===== src/rtl/store_buffer.sv =====
// store_buffer: posted-store FIFO between MEM and data_memory.
// Optional load forwarding from queued stores: define STORE_FWD_EN.
module store_buffer #(
    parameter int DEPTH = 4
) (
    input  logic        clk,
    input  logic        rst,
    input  logic        req_valid,
    input  logic        req_read,
    input  logic        req_write,
    input  logic [31:0] req_addr,
    input  logic [31:0] req_wdata,
    input  logic [2:0]  req_size,
    output logic        req_ready,
    output logic [31:0] dm_addr,
    output logic [31:0] dm_write_data,
    output logic        dm_mem_read,
    output logic        dm_mem_write,
    output logic [2:0]  dm_size,
    input  logic [31:0] dm_read_data,
    output logic        resp_valid,
    output logic [31:0] resp_data,
    output logic        empty
);

    localparam int PW = (DEPTH > 1) ? $clog2(DEPTH) : 1;
    localparam int CW = PW + 1;

    logic [5:0]    e_addr [DEPTH];
    logic [31:0]   e_data [DEPTH];
    logic [2:0]    e_size [DEPTH];
    logic [PW-1:0] head;
    logic [PW-1:0] tail;
    logic [CW-1:0] count;

    logic is_load;
    logic is_store;
    logic full;
    logic hit;
    logic load_acc;
    logic load_mem;
    logic store_acc;
    logic push;
    logic drain;

`ifdef STORE_FWD_EN
    logic [31:0] hit_data;
    logic [2:0]  hit_size;
    logic [31:0] fwd_data;
    logic        fwd_sel;

    // Rebuild the word image a queued store leaves in memory, then
    // apply the load's own extension to it.
    function automatic logic [31:0] fwd_value(
        input logic [31:0] d,
        input logic [2:0]  ssize,
        input logic [2:0]  lsize
    );
        logic [31:0] img;
        unique case (ssize)
            3'b001:  img = {24'b0, d[7:0]};
            3'b010:  img = {16'b0, d[15:0]};
            default: img = d;
        endcase
        unique case (lsize)
            3'b001:  fwd_value = {{24{img[7]}}, img[7:0]};
            3'b010:  fwd_value = {{16{img[15]}}, img[15:0]};
            3'b101:  fwd_value = {24'b0, img[7:0]};
            3'b110:  fwd_value = {16'b0, img[15:0]};
            default: fwd_value = img;
        endcase
    endfunction
`endif

    assign is_load  = req_valid & req_read & ~rst;
    assign is_store = req_valid & req_write & ~req_read & ~rst;
    assign full     = (count == CW'(DEPTH));

    // Scan pending entries oldest to youngest; the last match is the youngest.
    always_comb begin
        hit = 1'b0;
`ifdef STORE_FWD_EN
        hit_data = '0;
        hit_size = '0;
`endif
        for (int i = 0; i < DEPTH; i++) begin
            if (CW'(i) < count &&
                e_addr[head + PW'(i)] == req_addr[5:0]) begin
                hit = 1'b1;
`ifdef STORE_FWD_EN
                hit_data = e_data[head + PW'(i)];
                hit_size = e_size[head + PW'(i)];
`endif
            end
        end
    end

`ifdef STORE_FWD_EN
    assign load_acc = is_load;
`else
    assign load_acc = is_load & ~hit;
`endif
    assign load_mem  = is_load & ~hit;
    assign store_acc = is_store & ~full;
    assign push      = store_acc & (req_size inside {3'b001, 3'b010, 3'b011});
    assign drain     = ~load_mem & (count != '0);
    assign req_ready = load_acc | store_acc;
    assign empty     = (count == '0);

    // Memory port: an issued load wins, otherwise the FIFO head drains.
    always_comb begin
        dm_addr       = '0;
        dm_write_data = '0;
        dm_mem_read   = 1'b0;
        dm_mem_write  = 1'b0;
        dm_size       = '0;
        if (load_mem) begin
            dm_mem_read = 1'b1;
            dm_addr     = req_addr;
            dm_size     = req_size;
        end else if (drain) begin
            dm_mem_write  = 1'b1;
            dm_addr       = {26'b0, e_addr[head]};
            dm_write_data = e_data[head];
            dm_size       = e_size[head];
        end
    end

    // Entry storage; contents are meaningless outside the count window.
    always_ff @(posedge clk) begin
        if (push) begin
            e_addr[tail] <= req_addr[5:0];
            e_data[tail] <= req_wdata;
            e_size[tail] <= req_size;
        end
    end

    // Pointer and occupancy bookkeeping.
    always_ff @(posedge clk or posedge rst) begin
        if (rst) begin
            head  <= '0;
            tail  <= '0;
            count <= '0;
        end else begin
            if (push) begin
                tail <= tail + PW'(1);
            end
            if (drain) begin
                head <= head + PW'(1);
            end
            count <= count + CW'(push) - CW'(drain);
        end
    end

`ifdef STORE_FWD_EN
    // One-cycle load response, with the forwarded word held locally.
    always_ff @(posedge clk or posedge rst) begin
        if (rst) begin
            resp_valid <= 1'b0;
            fwd_sel    <= 1'b0;
            fwd_data   <= '0;
        end else begin
            resp_valid <= load_acc;
            fwd_sel    <= load_acc & ~load_mem;
            if (load_acc & ~load_mem) begin
                fwd_data <= fwd_value(hit_data, hit_size, req_size);
            end
        end
    end

    assign resp_data = fwd_sel ? fwd_data : dm_read_data;
`else
    // One-cycle load response; data comes straight from memory.
    always_ff @(posedge clk or posedge rst) begin
        if (rst) begin
            resp_valid <= 1'b0;
        end else begin
            resp_valid <= load_acc;
        end
    end

    assign resp_data = dm_read_data;
`endif

endmodule

===== config.mk =====
export PLATFORM = sky130hd
export DESIGN_NAME = store_buffer
export DESIGN_NICKNAME = d
export VERILOG_FILES = /design/src/rtl/store_buffer.sv
export SDC_FILE = /design/constraint.sdc
export NUM_CORES = 1
export LEC_CHECK = 0
export CORE_ASPECT_RATIO = 1.4
export CORE_UTILIZATION = 35
export DETAILED_ROUTE_END_ITERATION = 7
export HOLD_SLACK_MARGIN = 0.12
export MAX_ROUTING_LAYER = met4
export PLACE_DENSITY = 0.61
export REMOVE_ABC_BUFFERS = 1
export SYNTH_ARGS = -nofsm -noshare
export SYNTH_HDL_FRONTEND = slang
export SYNTH_SLANG_ARGS = --single-unit

===== constraint.sdc =====
create_clock -name clk -period 3.9 [get_ports clk]
set_input_delay 0.585 -clock clk [delete_from_list [all_inputs] [get_ports clk]]
set_output_delay 0.585 -clock clk [all_outputs]
set_load 0.03 [all_outputs]

# --- Word level (Yosys, flattened, before mapping) ---
# Memory sizes are Yosys's and may differ from the RTL's.
# Index checks and enable logic that the tools add are counted.
classes:
  n_reduce_logical: 7
  n_mux: 15
  eq_ne: 8
  n_addsub: 6
  magnitude_cmp: 4
  bitwise_logic: 15
ops:
  columns: ["op", "n"]
  rows:
  - ["$mux 32", 3]
  - ["$eq 6x6->1", 4]
  - ["$and 1x1->1", 9]
  - ["$mux 1", 9]
  - ["$eq 3x2->1 const B", 2]
  - ["$lt 1x3->1 const A", 2]
  - ["$lt 2x3->1 const A", 2]
  - ["$mux 3", 2]
  - ["$mux 6", 1]
  - ["$reduce_bool 3->1", 2]
  - ["$not 1->1", 5]
  - ["$add 2x1->2 const B", 2]
  - ["$add 2x2->2 const B", 2]
  - ["$logic_and 1x1->1", 4]
  - ["$add 3x1->3", 1]
  - ["$eq 3x1->1 const B", 1]
  - ["$eq 3x3->1 const B", 1]
  - ["$logic_not 3->1", 1]
  - ["$sub 3x1->3", 1]
  - ["$or 1x1->1", 1]
totals:
  ramBits: 164
  n_memories: 3
  word_cells: 62
  register_bits: 8
memory_table:
  columns: ["name", "depth", "word_bits", "rd", "rd_ports_with_merged_regs", "write_ports", "line", "text"]
  rows:
  - ["e_data", 4, 32, 1, 0, 1, "30", "logic [31:0] e_data [DEPTH];"]
  - ["e_addr", 4, 6, 4, 0, 1, "29", "logic [5:0] e_addr [DEPTH];"]
  - ["e_size", 4, 3, 1, 0, 1, "31", "logic [2:0] e_size [DEPTH];"]

# --- Longest topological paths before layout ---
# Gate-level depths: netlist of the first run.
# An unclocked memory read counts as a cell.
logic_depth:
  ltp_word: 13
  depth_mapped: 16
  depth_no_buf: 12

# --- Worst setup path before layout of the first run ---
# Ideal clock, no wire load.
synth_timing:
  path_type: "reg2reg"
  startpoint: "register head[0]"
  endpoint: "register count[2]"
  n_path_buf: 2
  setup_time_ns: 0.123
  synth_period_minus_slack_ns: 3.288
  stages_incl_launch_ff: 15
  arrival_time_ns: 3.166
  slack_ns: 0.612
  cell_sequence: "dfrtp_1 -> buf_4 -> mux4_2 -> xnor2_1 -> nor4_2 -> o21ai_2 -> o211ai_2 -> a21oi_4 -> buf_2 -> nor2_1 -> ha_1 -> inv_1 -> ha_1 -> fa_1 -> xnor2_1"
synth_between:
  elab_chain_cells: 12
  word_cells_on_any_way: 21
synth_rtl:
  columns: ["element", "line", "text"]
  rows:
  - ["start, declared", "32", "logic [PW-1:0] head;"]
  - ["start signal, assigned", "149", "head <= head + PW'(1);"]
  - ["$add 2x1->2 / $mem_v2 4x6 (equally long branches)", null, null]
  - ["$mem_v2 4x6 (*)", null, null]
  - ["$eq 6x6->1 / $logic_and 1x1->1 (equally long branches)", "88, 87", null]
  - ["$logic_and 1x1->1 / $mux 1 (equally long branches)", "87", "if (CW'(i) < count &&"]
  - ["$mux 1 (2 in series)", "87", null]
  - ["$mux 1 (*)", "87", null]
  - ["$not 1->1 (*)", "103", "assign load_mem = is_load & ~hit;"]
  - ["$and 1x1->1 (*)", "103", null]
  - ["$not 1->1 (*)", "106", "assign drain = ~load_mem & (count != '0);"]
  - ["$and 1x1->1 (*)", "106", null]
  - ["$sub 3x1->3 (*)", "151", "count <= count + CW'(push) - CW'(drain);"]
  - ["end signal, assigned", "151", null]
  - ["end, declared", "34", "logic [CW-1:0] count;"]
# Every way passes the cells marked *; elsewhere a longest branch is shown, timed or not.
# A chain may end at the register's enable or synchronous reset.

# --- Worst setup path after layout of the first run ---
layout_timing:
  startpoint: "register head[1]"
  endpoint: "output port dm_write_data[1]"
layout_between:
  elab_chain_cells: 13
  word_cells_on_any_way: 23
layout_rtl:
  columns: ["element", "line", "text"]
  rows:
  - ["$add 2x1->2 / $mem_v2 4x6 (equally long branches)", null, null]
  - ["$mem_v2 4x6 / $eq 6x6->1 (equally long branches)", null, null]
  - ["$eq 6x6->1 / $logic_and 1x1->1 (equally long branches)", "88, 87", null]
  - ["$logic_and 1x1->1 / $mux 1 (equally long branches)", "87", null]
  - ["$mux 1 (3 in series)", "87", null]
  - ["$not 1->1", "103", null]
  - ["$and 1x1->1", "103", null]
  - ["$not 1->1", "106", null]
  - ["$and 1x1->1", "106", null]
  - ["$mux 32", "121", "end else if (drain) begin"]
  - ["$mux 32 (*)", "117", "if (load_mem) begin"]
  - ["end, declared", "16", "output logic [31:0] dm_write_data,"]
# Marks and branches as above.

==> results of run 1 <==
[path summary, 6_finish.rpt]
check | endpoint | slack, ps | cells after the start
min in group clk | count[0] | 560 | 1
max in group asynchronous | head[1] | 3260 | 3
max | dm_write_data[1] | 120 | 10
min | resp_valid | 490 | 3
max reg2reg | count[2] | 590 | 14
min reg2reg | count[0] | 560 | 1
[repair_timing]
item	4_1_cts	5_1_grt
resized for setup	23	8
buffers inserted	11	2
pin swaps	0	1
setup endpoints to repair	67	49
[routing by layer]
metal,track usage,vias up
met5,-,-
met4,0.0656,0
met3,0.0653,21
met2,0.300,190
met1,0.184,2482
li1,-,2218
[kinds of logic after synthesis]
group,count (synthesis),share of synthesized area
flops,172,0.619
simple gates,136,0.0876
buf+inv,80,0.0612
mux,78,0.160
xor+xnor,29,0.0307
compound gates,23,0.0272
fa+ha+maj,9,0.0145
[critical path, cell delays in order (launching register included)]
cell and delay, ps:
dfrtp_4 520, buf_2 240, mux4_2 350, xnor2_1 150
nor4_2 340, o21ai_2 140, o21ai_4 180, a21oi_4 100
buf_12 170, nor2_1 130, dlygate4sd2_1 420
[layout make-up]
class / count / area (um2) / area share
inverters: 18 / 67.6 / 0.00633
clock inverters: 14 / 211 / 0.0198
multi-input cells: 275 / 2690 / 0.252
clock buffers: 18 / 429 / 0.0402
flip-flops and latches: 172 / 5130 / 0.481
well taps: 306 / 383 / 0.0359
repair buffers: 189 / 1760 / 0.165
[power by group through the flow]
stage	clock network, mW	registers (mW)	logic, mW
after CTS	1.85	2.15	3.33
final	1.81	2.16	3.31
after global placement	0	2.29	3.10
after detailed placement	0	2.30	3.12
after global routing	1.92	2.16	3.55
after floorplan	0	2.38	1.94
[state kept, by name, summed over array words and instances (netlist names)]
signal	flops
count	3
e_addr	24
e_data	128
e_size	12
head	2
resp_valid	1
tail	2
[stage by stage]
stage / setup WS [ps] / hold WS, ps / utilization / std cells
after floorplan: -2240 / 406 / - / 465
after global placement: 142 / 523 / 0.425 / 947
after detailed placement: 68.1 / 548 / 0.425 / 947
after CTS: 35.3 / 474 / 0.458 / 990
after global routing: 13.3 / 510 / 0.460 / 992
final: 123 / 487 / 0.460 / 992
[layout by cell type, fill, tap and decap left out, drive strengths merged, types with 3 or more instances in the layout]
cell type	synthesis	layout
inv	18	22
clkdlybuf4s50	0	73
mux4	43	43
mux2	5	5
xor2	3	3
mux2i	30	30
xnor2	26	26
dlygate4sd2	0	17
nor2	36	36
clkinv	0	5
ha	8	8
nand3	3	3
edfxtp	164	164
nor3	4	4
clkbuf	12	18
and2	30	30
nand2	47	47
dfrtp	8	8
nor2b	4	4
nand4	3	3
o21ai	6	6
bufinv	0	4
buf	50	98
==> summary.txt, run 1 <==
status: completed
worst skew pair latency: 430 ps
synth cell count leaders: edfxtp_1 (164), nand2_1 (47), mux4_2 (43), buf_4 (33)
core area: 23,200 um2
maximum VDD drop: 0.302 mV
CP arrival: 3190 ps
Yosys top cell area share: 0.595
Core Rows: 66
register bit total from synthesis: 172
Max Freq: 265 MHz
clock group share of total power: 0.249
Comb pwr share: 0.455
layout cell share with drive strength beyond 1: 0.299
EDFF count, synth: 164
worst-path fanout max: 13
fin crit period: 3780 ps
period utilization: 0.969
Clock Sink Count: 172
Initial Utilization: 0.357
Finished Cell Area: 10,700 um2
setup TNS: 0 ps
CTS Hold Bufs: 0
most frequent cell after synthesis: edfxtp_1
DRT Pass-1 Iters: 4
DP Area: 9860 um2
all-layer global routing usage: 0.176
Worst Path Required: 3310 ps
Area contributors post-synth: edfxtp_1 (59%), mux4_2 (12%), mux2i_1 (3.6%)
P_leak: 3.93 nW
first-pass GRT wire length: 30,300 um
syn_area_per_cell: 15.7 um2
Net Sw Frac: 0.359
largest area contributor in the netlist: edfxtp_1
final net count: 786
via-per-instance ratio: 4.95
Clk pin slew, worst setup/hold paths: 60 ps
Final Hold Fails: 0
top layer reached by signal wires: met4
WL met3: 1530 um
Critical Path Start Type: register
IO buf count: 143
WL met1: 7600 um
Ys Warns: 0
Least-Margin Pin Slew: 556 ps
antenna violations before repair: 0
remaining antenna violation count: 0
Setup Skew: 11.1 ps
H-tree depth: 4
Hold Path Class: primary input to async pin
die area: 24,300 um2
Slew Limit Fails: 0
Pwr Total: 7.27 mW
wire per inst: 20.1 um
cell internal pwr: 4.66 mW
drt first-iter violations: 257
crit path launch: head[1]
Root Driver: clkbuf_16
NetSw: 2.61 mW
sequential share of power: 0.296
Yosys cell types: 48
Setup Crit Path Kind: register to primary output
ys flop type: edfxtp_1
io pins: 208
Remaining Overflow, GRT: 0
drc violations: 0
routed wl met2: 10,500 um
Post-Syn Instances: 527
synthesized cell area: 8280 um2
Setup violations, final: 0
power density over cell area: 682 nW/um2
max_cap viols: 0
async set-reset flop share out of synthesis: 0.0465
die span in y: 184 um
n_diodes: 0
routability congestion estimate: 0.832
sequential element share of the synthesized area: 0.619
via count: 4,911
CTS Buf Count: 17
final wirelength: 19,900 um
Longest Clk Path Bufs: 2
area delta synth->final: 28.8%
CTS tree: built
largest net degree at the start of global routing: 32
fillcell total: 2,051
RSZ-0062 raised after global routing: no
r2r startpoint: head[0]
vias in the first global route: 5,213
Max-Slew Margin vs Limit: 0.628
die width: 132 um
Post-DP HPWL: 13,500 um
CP Capture Type: primary output
(Power assumes the default switching activity.)
==> run 2, diff against run 1 <==
--- a/config.mk
+++ b/config.mk
@@ -6,11 +6,11 @@
 export NUM_CORES = 1
 export LEC_CHECK = 0
 export CORE_ASPECT_RATIO = 1.4
-export CORE_UTILIZATION = 35
+export CORE_UTILIZATION = 50
 export DETAILED_ROUTE_END_ITERATION = 7
-export HOLD_SLACK_MARGIN = 0.12
+export HOLD_SLACK_MARGIN = 0.02
 export MAX_ROUTING_LAYER = met4
-export PLACE_DENSITY = 0.61
+export PLACE_DENSITY = 0.82
 export REMOVE_ABC_BUFFERS = 1
 export SYNTH_ARGS = -nofsm -noshare
 export SYNTH_HDL_FRONTEND = slang
==> summary.txt, run 2 (synthesized netlist as in run 1, its figures left out) <==
DRT Pass-1 Iters: 6 (+2)
area delta synth->final: 26.0%
worst skew pair latency: 410 ps (-20 ps)
Register-to-Register Setup Slack: 510 ps (-80 ps)
most frequent CP cell: buf_4
register name with the most flops: e_data
via count: 5,025 (+2.3%)
power density over cell area: 693 nW/um2 (+1.6%)
layout cell share with drive strength beyond 1: 0.322 (+0.0228)
CP arrival: 3220 ps (+30 ps)
status: completed
R2R depth: 14 (unchanged)
final setup margin: 91.5 ps (-31.0 ps)
Remaining Overflow, GRT: 0 (unchanged)
final wirelength: 19,800 um (-0.81%)
worst-path fanout max: 17 (+4)
Root Driver: clkbuf_16
crit path launch: head[1]
Worst Path Required: 3310 ps (about the same)
drc violations: 0 (unchanged)
fin crit period: 3810 ps (+31.0 ps)
core area: 16,200 um2 (-30%)
Post-DP HPWL: 12,700 um (-5.5%)
n_diodes: 0 (unchanged)
drt first-iter violations: 336 (+31%)
Max Freq: 263 MHz (-0.81%)
H-tree depth: 4 (unchanged)
CTS Buf Count: 17 (unchanged)
Core Rows: 55 (-17%)
max incr delay on CP: 540 ps (+20 ps)
die span in y: 154 um (-16%)
Pwr Total: 7.22 mW (-0.67%)
Setup violations, final: 0 (unchanged)
crit path capture: dm_addr[4]
Clock Sink Count: 172 (unchanged)
final net count: 781 (-0.64%)
die width: 111 um (-16%)
first-pass GRT wire length: 29,500 um (-2.8%)
vias in the first global route: 5,256 (+0.82%)
most frequent cells in the layout: edfxtp_1 (164), buf_4 (98), clkdlybuf4s50_1 (73), nand2_1 (46), mux4_2 (43)
largest net degree at the start of global routing: 42 (+31%)
via-per-instance ratio: 5.71 (+15%)
Least-Margin Pin Slew: 673 ps (+117 ps)
max reg flops: 128 (unchanged)
Hold Path Class: primary input to async pin
Longest Clk Path Bufs: 2 (unchanged)
CTS tree: built
crit path max-delay cell type: dfrtp_4
Max-Slew Margin vs Limit: 0.550 (-0.0786)
CP Capture Type: primary output
IO buf count: 143 (unchanged)
remaining antenna violation count: 0 (unchanged)
r2r endpoint: count[2]
Initial Utilization: 0.512 (+0.155)
cells along the critical path: buf_16 > mux2i_1 > xnor2_1 > nor3_1 > a31oi_1 > o41ai_4 > buf_4 > a21oi_4 > buf_4 > mux2_2 > buf_4
Critical Path Start Type: register
biggest regs: e_data x128, e_addr x24, e_size x12
maximum VDD drop: 0.358 mV (+18%)
die area: 17,100 um2 (-30%)
all-layer global routing usage: 0.237 (+0.0617)
commonest non-fill, non-tap cell in the layout: edfxtp_1
io pins: 208 (unchanged)
P_leak: 3.86 nW (-1.8%)
Final Hold Fails: 0 (unchanged)
max_cap viols: 0 (unchanged)
routability congestion estimate: 0.808 (-2.9%)
wire per inst: 22.5 um (+12%)
Slew Limit Fails: 0 (unchanged)
Setup Crit Path Kind: register to primary output
dpl ws: 97.4 ps (+29.3 ps)
Setup Skew: 10.4 ps (-0.763 ps)
delay-heaviest family, CP: buffers and inverters
Clk pin slew, worst setup/hold paths: 70 ps (about the same)
CP Depth: 11 (+1)
Worst Path Buf+Inv: 4 (+1)
CTS Hold Bufs: 0 (unchanged)
antenna violations before repair: 0 (unchanged)
period utilization: 0.977 (+0.00795)
r2r startpoint: head[1]
[run 2: metrics by stage]
step / instance area [um2] / TNS, ps / hold slack [ps] / utilization / cells
2_1_floorplan: 7840 / -146430 / 406 / - / 465
3_3_place_gp: 9600 / 0 / 533 / 0.594 / 830
3_5_place_dp: 9600 / 0 / 553 / 0.594 / 830
4_1_cts: 10300 / 0 / 522 / 0.634 / 867
5_1_grt: 10400 / -0.350 / 566 / 0.645 / 880
6_report: 10400 / 0 / 539 / 0.645 / 880
[run 2: where the power goes]
group	internal, mW	switching [mW]
Clock	0.957	0.716
Combinational	1.53	1.86
Sequential	2.09	0.0659
Total	4.58	2.64
[run 2: area by class of cell]
class / count / area (um2)
Tap cell: 199 / 249
Timing Repair Buffer: 184 / 1710
Fill cell: 1069 / 5740
Clock buffer: 17 / 425
Sequential cell: 172 / 5130
Clock inverter: 15 / 164
Multi-Input combinational cell: 275 / 2680
Inverter: 18 / 67.6
[run 2: worst min path at each step]
stage	start	to	slack, ps	cells after the start
6_report	rst	head[0]	540	3
5_1_grt	rst	head[0]	570	3
4_1_cts	rst	tail[0]	520	3
3_5_place_dp	count[0]	count[0]	550	1
3_3_place_gp	count[0]	count[0]	530	1
2_1_floorplan	rst	count[0]	410	1
[run 2: metal layers]
metal / track usage / part of all wire / wire (um) / vias to the layer above
met5: - / 0 / 0 / -
met4: 0.0889 / 0.015 / 304 / 0
met3: 0.0760 / 0.074 / 1460 / 21
met2: 0.387 / 0.53 / 10400 / 220
met1: 0.274 / 0.38 / 7590 / 2569
li1: - / - / - / 2215
[run 2: what timing repair did]
action / 4_1_cts / 5_1_grt
gates cloned: 0 / 0
endpoints found under the setup margin: 67 / 59
pin swaps: 0 / 4
buffers inserted: 5 / 13
gates resized for setup: 2 / 10
[run 2: worst register-to-register path, stage by stage, from the launching register on]
cell and delay, ps:
dfrtp_4 540, buf_16 210, mux2i_1 290, xnor2_1 160, nor3_1 60, a31oi_1 300, o41ai_4 120, buf_4 170
a21oi_4 280, nor2_1 80, ha_1 290, inv_1 50, ha_1 190, fa_1 380, xnor2_1 190
==> run 3, diff against run 2 <==
--- a/config.mk
+++ b/config.mk
@@ -6,12 +6,14 @@
 export NUM_CORES = 1
 export LEC_CHECK = 0
 export CORE_ASPECT_RATIO = 1.4
-export CORE_UTILIZATION = 50
+export CORE_UTILIZATION = 55
 export DETAILED_ROUTE_END_ITERATION = 7
+export DONT_BUFFER_PORTS = 1
 export HOLD_SLACK_MARGIN = 0.02
 export MAX_ROUTING_LAYER = met4
-export PLACE_DENSITY = 0.82
+export PLACE_DENSITY = 0.71
 export REMOVE_ABC_BUFFERS = 1
+export SETUP_SLACK_MARGIN = 0.05
 export SYNTH_ARGS = -nofsm -noshare
 export SYNTH_HDL_FRONTEND = slang
 export SYNTH_SLANG_ARGS = --single-unit
==> summary.txt, run 3 (synthesized netlist as in run 1, its figures left out) <==
status: completed
final wirelength: 17,600 um (-11%)
Remaining Overflow, GRT: 0 (unchanged)
area delta synth->final: 12.8%
clock group share of total power: 0.231 (about the same)
biggest regs: e_data x128, e_addr x24, e_size x12
die span in y: 147 um (-4.6%)
H-tree depth: 4 (unchanged)
via-per-instance ratio: 6.00 (+5.1%)
Hold Path Class: primary input to register
IO buf count: 0 (-100%)
io pins: 208 (unchanged)
drt first-iter violations: 306 (-8.9%)
layout cell share with drive strength beyond 1: 0.324 (+0.00283)
setup TNS: 0 ps (unchanged)
register name with the most flops: e_data
worst skew pair latency: 430 ps (+20 ps)
via count: 4,500 (-10%)
P_leak: 3.33 nW (-14%)
CP Capture Type: primary output
cell internal pwr: 4.20 mW (-8.3%)
fin crit period: 3840 ps (+27.9 ps)
remaining antenna violation count: 0 (unchanged)
DRT Pass-1 Iters: 5 (-1)
Longest Clk Path Bufs: 2 (unchanged)
NetSw: 2.51 mW (-5.1%)
Clk pin slew, worst setup/hold paths: 70 ps (about the same)
largest net degree at the start of global routing: 48 (+14%)
max incr delay on CP: 490 ps (-50 ps)
Net Sw Frac: 0.374 (+0.00791)
CP arrival: 3250 ps (+30 ps)
Final Hold Fails: 0 (unchanged)
Root Driver: clkbuf_16
Slew Limit Fails: 0 (unchanged)
commonest non-fill, non-tap cell in the layout: edfxtp_1
final net count: 661 (-15%)
antenna violations before repair: 0 (unchanged)
CTS Buf Count: 17 (unchanged)
max_cap viols: 0 (unchanged)
Max Freq: 261 MHz (-0.73%)
all-layer global routing usage: 0.238 (+0.000608)
Worst Path Buf+Inv: 4 (unchanged)
Setup Crit Path Kind: register to primary output
final cell count without fillers: 750 (-15%)
Clock Sink Count: 172 (unchanged)
max reg flops: 128 (unchanged)
worst-path fanout max: 22 (+5)
core area: 14,600 um2 (-9.9%)
delay-heaviest family, CP: buffers and inverters
Final Hold Slack: 248 ps (-292 ps)
maximum VDD drop: 0.401 mV (+12%)
drc violations: 0 (unchanged)
die area: 15,600 um2 (-9.0%)
vias in the first global route: 4,718 (-10%)
Least-Margin Pin Slew: 626 ps (-47.4 ps)
Post-DP HPWL: 11,100 um (-13%)
Finished Cell Area: 9350 um2 (-10%)
power density over cell area: 718 nW/um2 (+3.7%)
RSZ-0062 raised after global routing: yes
most frequent cells in the layout: edfxtp_1 (164), nand2_1 (46), buf_4 (45), mux4_2 (43), mux2i_1 (29)
Pwr Total: 6.71 mW (-7.1%)
routability congestion estimate: 0.814 (+0.79%)
Core Rows: 52 (-5.5%)
Worst Path Required: 3310 ps (about the same)
sequential share of power: 0.319 (+0.021)
Cell Count Post-Placement: 700 (-16%)
CTS tree: built
n_diodes: 0 (unchanged)
period utilization: 0.984 (+0.00717)
DP Area: 8490 um2 (-12%)
cells along the critical path: buf_12 > mux4_2 > xnor2_2 > nor4_2 > o21ai_2 > o21ai_4 > a21oi_4 > buf_12 > clkbuf_16 > nor2_2 > buf_4
Setup violations, final: 0 (unchanged)
crit path max-delay cell type: dfrtp_4
Critical Path Start Type: register
Max-Slew Margin vs Limit: 0.583 (+0.0332)
first-pass GRT wire length: 26,400 um (-11%)
most frequent CP cell: buf_12
wire per inst: 23.4 um (+4.3%)
Initial Utilization: 0.568 (+0.0561)
die width: 106 um (-4.6%)
Setup Skew: 13.4 ps (+3.06 ps)
fillcell total: 1,016 (-5.0%)
Comb pwr share: 0.450 (-0.020)
-- run 3: power by group through the flow --
stage          Sequential, mW  Combinational [mW]  Clock [mW]
2_1_floorplan            2.38                1.94           0
3_3_place_gp             2.28                2.64           0
4_1_cts                  2.20                2.78        1.57
6_report                 2.14                3.02        1.55
3_5_place_dp             2.29                2.67           0
5_1_grt                  2.14                3.23        1.64
-- run 3: final cells by class --
type                            instances  area (um2)  share of cell area
Tap cell                              189         236              0.0253
Clock inverter                         14         110              0.0118
Multi-Input combinational cell        275        2720               0.291
Timing Repair Buffer                   64         648              0.0694
Inverter                               18        67.6             0.00723
Sequential cell                       172        5130               0.549
Clock buffer                           18         429              0.0459
-- run 3: per-layer routing --
layer / global-route usage / wire length (um)
met3: 0.0985 / 1540
met4: 0.0743 / 242
met2: 0.373 / 9100
met5: - / 0
met1: 0.280 / 6710
-- run 3: final timing paths --
path | start | endpoint | slack (ps) | cells past startpoint
worst max-delay path | head[0] | dm_write_data[6] | 60 | 11
worst min-delay path | req_wdata[11] | e_data[1][11] | 250 | 0
worst max register to register | head[0] | count[2] | 480 | 14
worst min register to register | count[0] | count[0] | 580 | 1
max in group asynchronous | rst | head[0] | 2990 | 2
min in group asynchronous | rst | resp_valid | 590 | 2
-- run 3: repair_timing --
action | in CTS | in global routing
resized for setup | 0 | 32
buffers inserted | 3 | 12
hold endpoints to repair | 8 | 0
hold buffers | 1 | 0
endpoints found under the setup margin | 67 | 64
pin swaps | 0 | 5
gates cloned | 0 | 2
-- run 3: worst reg2reg max path, delay by kind of cell, from the launching register on --
kind	cells	cell delay (ps)
simple gates	2	460
compound gates	3	490
buf+inv	3	360
mux	1	480
flops	1	490
xor+xnor	2	370
fa+ha+maj	3	690
-- run 3: per-stage QoR --
step,setup slack [ps],util
after floorplan,-2240,-
after global placement,497,0.583
after detailed placement,374,0.583
after CTS,50.4,0.622
after global routing,13.1,0.641
final,63.6,0.641
